<file path="src/rtl/note_sequencer.sv">
// ---------------------------------------------------------------------------
// note_sequencer : records live pitch as (pitch, duration) segments, replays them
// Rev 1.0
// ---------------------------------------------------------------------------
`default_nettype none

module note_sequencer #(
  parameter int DEPTH    = 64,
  parameter int TICK_DIV = 50000,
  parameter int DUR_W    = 16
) (
  input  logic                     clk,
  input  logic                     reset,
  input  logic [4:0]               pitch_in,
  input  logic                     rec_start,
  input  logic                     play_start,
  input  logic                     stop,
  output logic [4:0]               pitch_out,
  output logic [1:0]               state,
  output logic [$clog2(DEPTH):0]   seq_len,
  output logic                     full,
  output logic                     done
);

  localparam int AW = $clog2(DEPTH);
  localparam int CW = (TICK_DIV > 1) ? $clog2(TICK_DIV) : 1;
  localparam int EW = 5 + DUR_W;
  localparam logic [AW:0]   C_DEPTH     = (AW+1)'(DEPTH);
  localparam logic [AW:0]   C_LAST_SLOT = (AW+1)'(DEPTH - 1);
  localparam logic [CW-1:0] C_TICK_MAX  = CW'(TICK_DIV - 1);

  typedef enum logic [1:0] {
    IDLE  = 2'd0,
    REC   = 2'd1,
    PLOAD = 2'd2,
    PHOLD = 2'd3
  } state_t;

  state_t            st;
  logic [CW-1:0]     tick_cnt;
  logic [4:0]        cur_pitch;
  logic [DUR_W-1:0]  dur;
  logic [DUR_W-1:0]  rem;
  logic [AW-1:0]     idx;
  logic              ld_ready;
  logic [EW-1:0]     rd_data;
  logic [EW-1:0]     mem [DEPTH];

  logic tick;
  logic changed;
  logic wr_en;
  logic last_entry;

  assign state      = st;
  assign full       = (seq_len == C_DEPTH);
  assign tick       = (tick_cnt == C_TICK_MAX);
  assign changed    = (pitch_in != cur_pitch);
  assign wr_en      = (st == REC) && (stop ? !full : changed);
  assign last_entry = ((AW+1)'(idx) == seq_len - 1'b1);

  // Buffer has no reset; a registered read gives one cycle of data latency in PLOAD.
  always_ff @(posedge clk) begin
    if (wr_en) begin
      mem[seq_len[AW-1:0]] <= {cur_pitch, dur};
    end
    rd_data <= mem[idx];
  end

  always_ff @(posedge clk) begin
    if (reset) begin
      st        <= IDLE;
      pitch_out <= '0;
      seq_len   <= '0;
      done      <= 1'b0;
      tick_cnt  <= '0;
      cur_pitch <= '0;
      dur       <= '0;
      rem       <= '0;
      idx       <= '0;
      ld_ready  <= 1'b0;
    end else begin
      done <= 1'b0;
      if (st == IDLE || tick) begin
        tick_cnt <= '0;
      end else begin
        tick_cnt <= tick_cnt + 1'b1;
      end

      case (st)
        IDLE: begin
          pitch_out <= pitch_in;
          if (stop) begin
            st <= IDLE;
          end else if (rec_start) begin
            st        <= REC;
            seq_len   <= '0;
            cur_pitch <= pitch_in;
            dur       <= '0;
          end else if (play_start) begin
            if (seq_len == '0) begin
              done <= 1'b1;
            end else begin
              st       <= PLOAD;
              idx      <= '0;
              ld_ready <= 1'b0;
            end
          end
        end

        REC: begin
          pitch_out <= pitch_in;
          if (stop) begin
            if (!full) seq_len <= seq_len + 1'b1;
            st       <= IDLE;
            tick_cnt <= '0;
          end else if (changed) begin
            // A tick coinciding with a pitch change is dropped with the old segment.
            seq_len   <= seq_len + 1'b1;
            cur_pitch <= pitch_in;
            dur       <= '0;
            if (seq_len == C_LAST_SLOT) begin
              st       <= IDLE;
              tick_cnt <= '0;
            end
          end else if (tick && dur != '1) begin
            dur <= dur + 1'b1;
          end
        end

        PLOAD, PHOLD: begin
          if (stop) begin
            pitch_out <= '0;
            done      <= 1'b1;
            st        <= IDLE;
            tick_cnt  <= '0;
          end else if (st == PLOAD) begin
            if (!ld_ready) begin
              ld_ready <= 1'b1;
            end else begin
              pitch_out <= rd_data[EW-1 -: 5];
              rem       <= rd_data[DUR_W-1:0];
              ld_ready  <= 1'b0;
              st        <= PHOLD;
            end
          end else if (rem == '0) begin
            if (last_entry) begin
              pitch_out <= '0;
              done      <= 1'b1;
              st        <= IDLE;
              tick_cnt  <= '0;
            end else begin
              idx <= idx + 1'b1;
              st  <= PLOAD;
            end
          end else if (tick) begin
            rem <= rem - 1'b1;
          end
        end

        default: st <= IDLE;
      endcase
    end
  end

endmodule

`default_nettype wire

</file>
<file path="config.mk">
export PLATFORM = sky130hd
export DESIGN_NAME = note_sequencer
export DESIGN_NICKNAME = d
export VERILOG_FILES = /design/src/rtl/note_sequencer.sv
export SDC_FILE = /design/constraint.sdc
export NUM_CORES = 2
export LEC_CHECK = 0
export BUFFER_PORTS_ARGS = -buffer_cell sky130_fd_sc_hd__clkbuf_2
export CORE_ASPECT_RATIO = 1.25
export CORE_UTILIZATION = 45
export CTS_CLUSTER_SIZE = 40
export DETAILED_ROUTE_END_ITERATION = 10
export PLACE_DENSITY = 0.56
export SYNTH_ARGS = -nofsm -noshare
export SYNTH_HDL_FRONTEND = slang
export SYNTH_SLANG_ARGS = --single-unit
export TNS_END_PERCENT = 10
</file>
<file path="constraint.sdc">
create_clock -name clk -period 3.65 [get_ports clk]
set_input_delay 0.1825 -clock clk [delete_from_list [all_inputs] [get_ports clk]]
set_output_delay 0.1825 -clock clk [all_outputs]
set_load 0.005 [all_outputs]
</file>
==> summary.md <==
| Metric | Value |
|---|---|
| HP Class | input port to flop |
| Crit. path cell count | 6 |
| Crit-path max cell delay | 0.64 ns |
| Largest family of logic cells by synthesized area | multiplexers |
| Worst min-delay path startpoint | reset |
| Final setup viols | 0 |
| MaxCap Viol Count | 0 |
| Fmax | 305 MHz |
| RR Endpoint | rd_data[18]$_DFF_P_ |
| Worst skew pair latency | 0.79 ns |
| Buf/Inv on CP | 2 |
| Crit Path Max Fanout | 32 |
| Die Area | 0.125 mm2 |
| GRT Overall Usage | 23.2% |
| WL final | 142 mm |
| Distinct cell type count after synthesis | 67 |
| Area added between synthesis and finish | 14.0% |
| Post-Syn Area | 0.0556 mm2 |
| Clk_skew | 0.0291 ns |
| Global-route wire length before repair | 204 mm |
| Outcome | completed |
| CP top delay family | multiplexers |
| Final worst-path cycle share | 89.9% |
| Number of remaining DRC errors | 0 |
| Vias in the first global route | 27,400 |
| Peak VDD IR | 336 uV |
| Initial antenna violation count | 6 |
| Hold depth | 3 |
| Adder-cell share of the synthesized area | 0.158% |
| Final hold violation count | 0 |
| Simple-Gate Fraction of Synth Area | 2.90% |
| Ys flop type | edfxtp_1 |
| Setup TNS Final | 0 ns |
| Pre-Repair DR Iteration Count | 6 |
| Synthesized area per cell | 21.7 um2 |
| Slew Limit Headroom | 11.8% |
| Post-synthesis sequential area ratio | 76.0% |
| Share of flip-flops with an asynchronous set or reset | 0% |
| Reg2Reg Setup Slack | 0.37 ns |
| Compound-Gate Fraction of Synth Area | 1.89% |
| Seq cells post-synth | 1,440 |
| CTS Hold Bufs | 9 |
| Core area | 0.122 mm2 |
| WL/cell | 31.7 um |
| Crit path kind | flop to flop |
| Post-synthesis mux area share | 17.2% |
| Cells after Synth | 2,566 |
| Yosys warns | 0 |
| Cts repair resizes | 0 |
| Vias post-DR | 26,800 |
| Final ANT Viol Nets | 0 |
| Post-synth EDFFs | 1,344 |
| Commonest non-fill, non-tap cells in the layout | 1,344 x edfxtp_1, 420 x mux4_2, 144 x clkbuf_16 |
| Gpl congestion | 0.859 |
| End of the critical path | rd_data[18]$_DFF_P_ |
| H-tree depth | 4 |
| RSZ-0062 raised after global routing | no |
| P_leak | 20.0 nW |
| Initial Util | 45.6% |
| Layout cells sized above 1 | 31.4% |
| Via density | 5.99 |
| Core Util, Final | 51.9% |
| Post-CTS Setup Inserts | 0 |
| TritonCTS buffer count | 143 |
| R2r startpoint | idx[0]$_SDFFE_PP0P_ |
| Worst Path Required | 4.29 ns |
| Mapped Nets | 2,583 |
| CTS tree | yes |
| Top cell by count, worst path | mux4_2 |
| Tmin final | 3.28 ns |
| Clock Sinks | 1,440 |
| Remaining global-route overflow | 0 |
| Arrival time worst endpoint | 3.92 ns |
| Ports | 26 |
| Synth Area in XOR/XNOR | 0.725% |
| Largest net degree at the start of global routing | 78 |
| Post-DP HPWL | 87.3 mm |
| R2R depth | 6 |
| Count of input and output buffers | 25 |
| Die H | 395 um |
| Max clock buf depth | 3 |
| Startpoint Class | flop |
| Max-slew violations | 0 |
| # rows | 143 |
| Worst Setup End Kind | flop |
| Crit path from | idx[0]$_SDFFE_PP0P_ |
| Layout Nets | 2,768 |
| Commonest non-fill, non-tap cell in the layout | edfxtp_1 |
| Die W | 316 um |
| Slew @ Worst Pin | 1.32 ns |
| Clk pin slew, worst setup/hold paths | 0.06 ns |
| CP cell instances | buf_12, buf_4, mux4_2, mux4_2, a22oi_1, nand2_1 |
| Clock Tree Root | clkbuf_16 |
| Power Density | 513 mW/mm2 |
| Slowest CP cell | a22oi_1 |
| Iter 0 DRT Violations | 2,999 |
area by class of cell:
type,instances,area [um2]
Sequential cell,1440,42300
Fill cell,9505,58700
Clock buffer,186,3810
Inverter,13,48.8
Clock inverter,78,739
Antenna cell,2,5.00
Multi-Input combinational cell,976,12900
Timing Repair Buffer,177,1570
Tap cell,1595,2000
synthesized netlist by cell type, types with 3 or more instances:
| master | number | area, um2 |
|---|---|---|
| and3_1 | 6 | 37.5 |
| nand3_1 | 31 | 155 |
| mux4_2 | 420 | 9460 |
| a211oi_1 | 4 | 30.0 |
| o41ai_1 | 3 | 26.3 |
| nor4_1 | 3 | 18.8 |
| nand3b_1 | 6 | 45.0 |
| o32ai_1 | 4 | 35.0 |
| o21ai_0 | 22 | 110 |
| edfxtp_1 | 1344 | 40400 |
| nand4_1 | 13 | 81.3 |
| or4_4 | 4 | 45.0 |
| nand2b_1 | 9 | 56.3 |
| mux2i_1 | 8 | 80.1 |
| a21oi_1 | 29 | 145 |
| ha_1 | 7 | 87.6 |
| and2_1 | 5 | 31.3 |
| clkbuf_1 | 81 | 304 |
| xnor2_1 | 15 | 131 |
| xor2_1 | 31 | 272 |
| a22oi_1 | 42 | 315 |
| a31o_2 | 3 | 26.3 |
| nor3_1 | 16 | 80.1 |
| a311oi_1 | 6 | 52.6 |
| dfxtp_1 | 96 | 1920 |
| o2111ai_1 | 3 | 26.3 |
| inv_1 | 12 | 45.0 |
| buf_1 | 25 | 93.8 |
| nand2_1 | 78 | 293 |
| nor4bb_1 | 3 | 30.0 |
| nor2b_1 | 4 | 25.0 |
| nor2_1 | 152 | 571 |
| or3_1 | 7 | 43.8 |
| buf_2 | 28 | 140 |
| o211ai_1 | 5 | 37.5 |
worst reg2reg max path, delay by kind of cell (launching register included):
family / cells / cell delay [ns]
multiplexers: 2 / 1.20
AO/OA/AOI/OAI: 1 / 0.64
buffers and inverters: 2 / 0.62
flip-flops: 1 / 0.57
AND/OR/NAND/NOR: 1 / 0.11
power breakdown:
part           internal (W)  leakage [nW]  switching, W
clock network       0.00798          2.22       0.00635
registers            0.0179          13.7     0.0000142
logic             0.0000730          4.00      0.000219
kinds of logic (layout without fill, tap and decap cells):
| logic type | Yosys count | after routing |
|---|---|---|
| multiplexers | 429 | 429 |
| XOR/XNOR | 46 | 46 |
| other | 0 | 2 |
| AND/OR/NAND/NOR | 347 | 347 |
| flip-flops | 1440 | 1440 |
| buffers and inverters | 150 | 454 |
| AO/OA/AOI/OAI | 147 | 147 |
| adder cells (fa/ha/maj) | 7 | 7 |
routing by layer:
layer	track usage, %	share of wire, %	vias to the layer above
met2	37.6	50	935
met4	8.82	3.6	0
met5	0	0	-
met3	4.10	6.0	214
li1	-	-	11100
met1	31.4	40	14500
state kept, by name (all words and copies together) (netlist names):
name	count
cur_pitch	5
done	1
dur	16
idx	6
ld_ready	1
mem	1344
pitch_out	5
rd_data	21
rem	16
seq_len	7
state	2
tick_cnt	16
metrics by stage:
| stage | worst slack (ns) | power, W | cells | hold slack [ns] | instance area [um2] |
|---|---|---|---|---|---|
| 2_1_floorplan | 0.375 | 0.0184 | 2566 | 0.326 | 55600 |
| 3_3_place_gp | 0.446 | 0.0185 | 4190 | 0.443 | 58700 |
| 3_5_place_dp | 0.424 | 0.0185 | 4190 | 0.464 | 58700 |
| 4_1_cts | 0.403 | 0.0328 | 4463 | 0.0458 | 63300 |
| 5_1_grt | 0.235 | 0.0334 | 4465 | 0.0743 | 63400 |
| 6_report | 0.367 | 0.0325 | 4467 | 0.0867 | 63400 |
worst min path at each step:
| stage | slack, ns | end |
|---|---|---|
| after CTS | 0.05 | cur_pitch[3]$_SDFFE_PP0P_ |
| after detailed placement | 0.46 | tick_cnt[0]$_SDFF_PP0_ |
| after floorplan | 0.33 | cur_pitch[0]$_SDFFE_PP0P_ |
| final | 0.09 | cur_pitch[3]$_SDFFE_PP0P_ |
| after global routing | 0.07 | cur_pitch[3]$_SDFFE_PP0P_ |
| after global placement | 0.44 | tick_cnt[0]$_SDFF_PP0_ |
No activity file was read; power rests on OpenSTA's default activity.
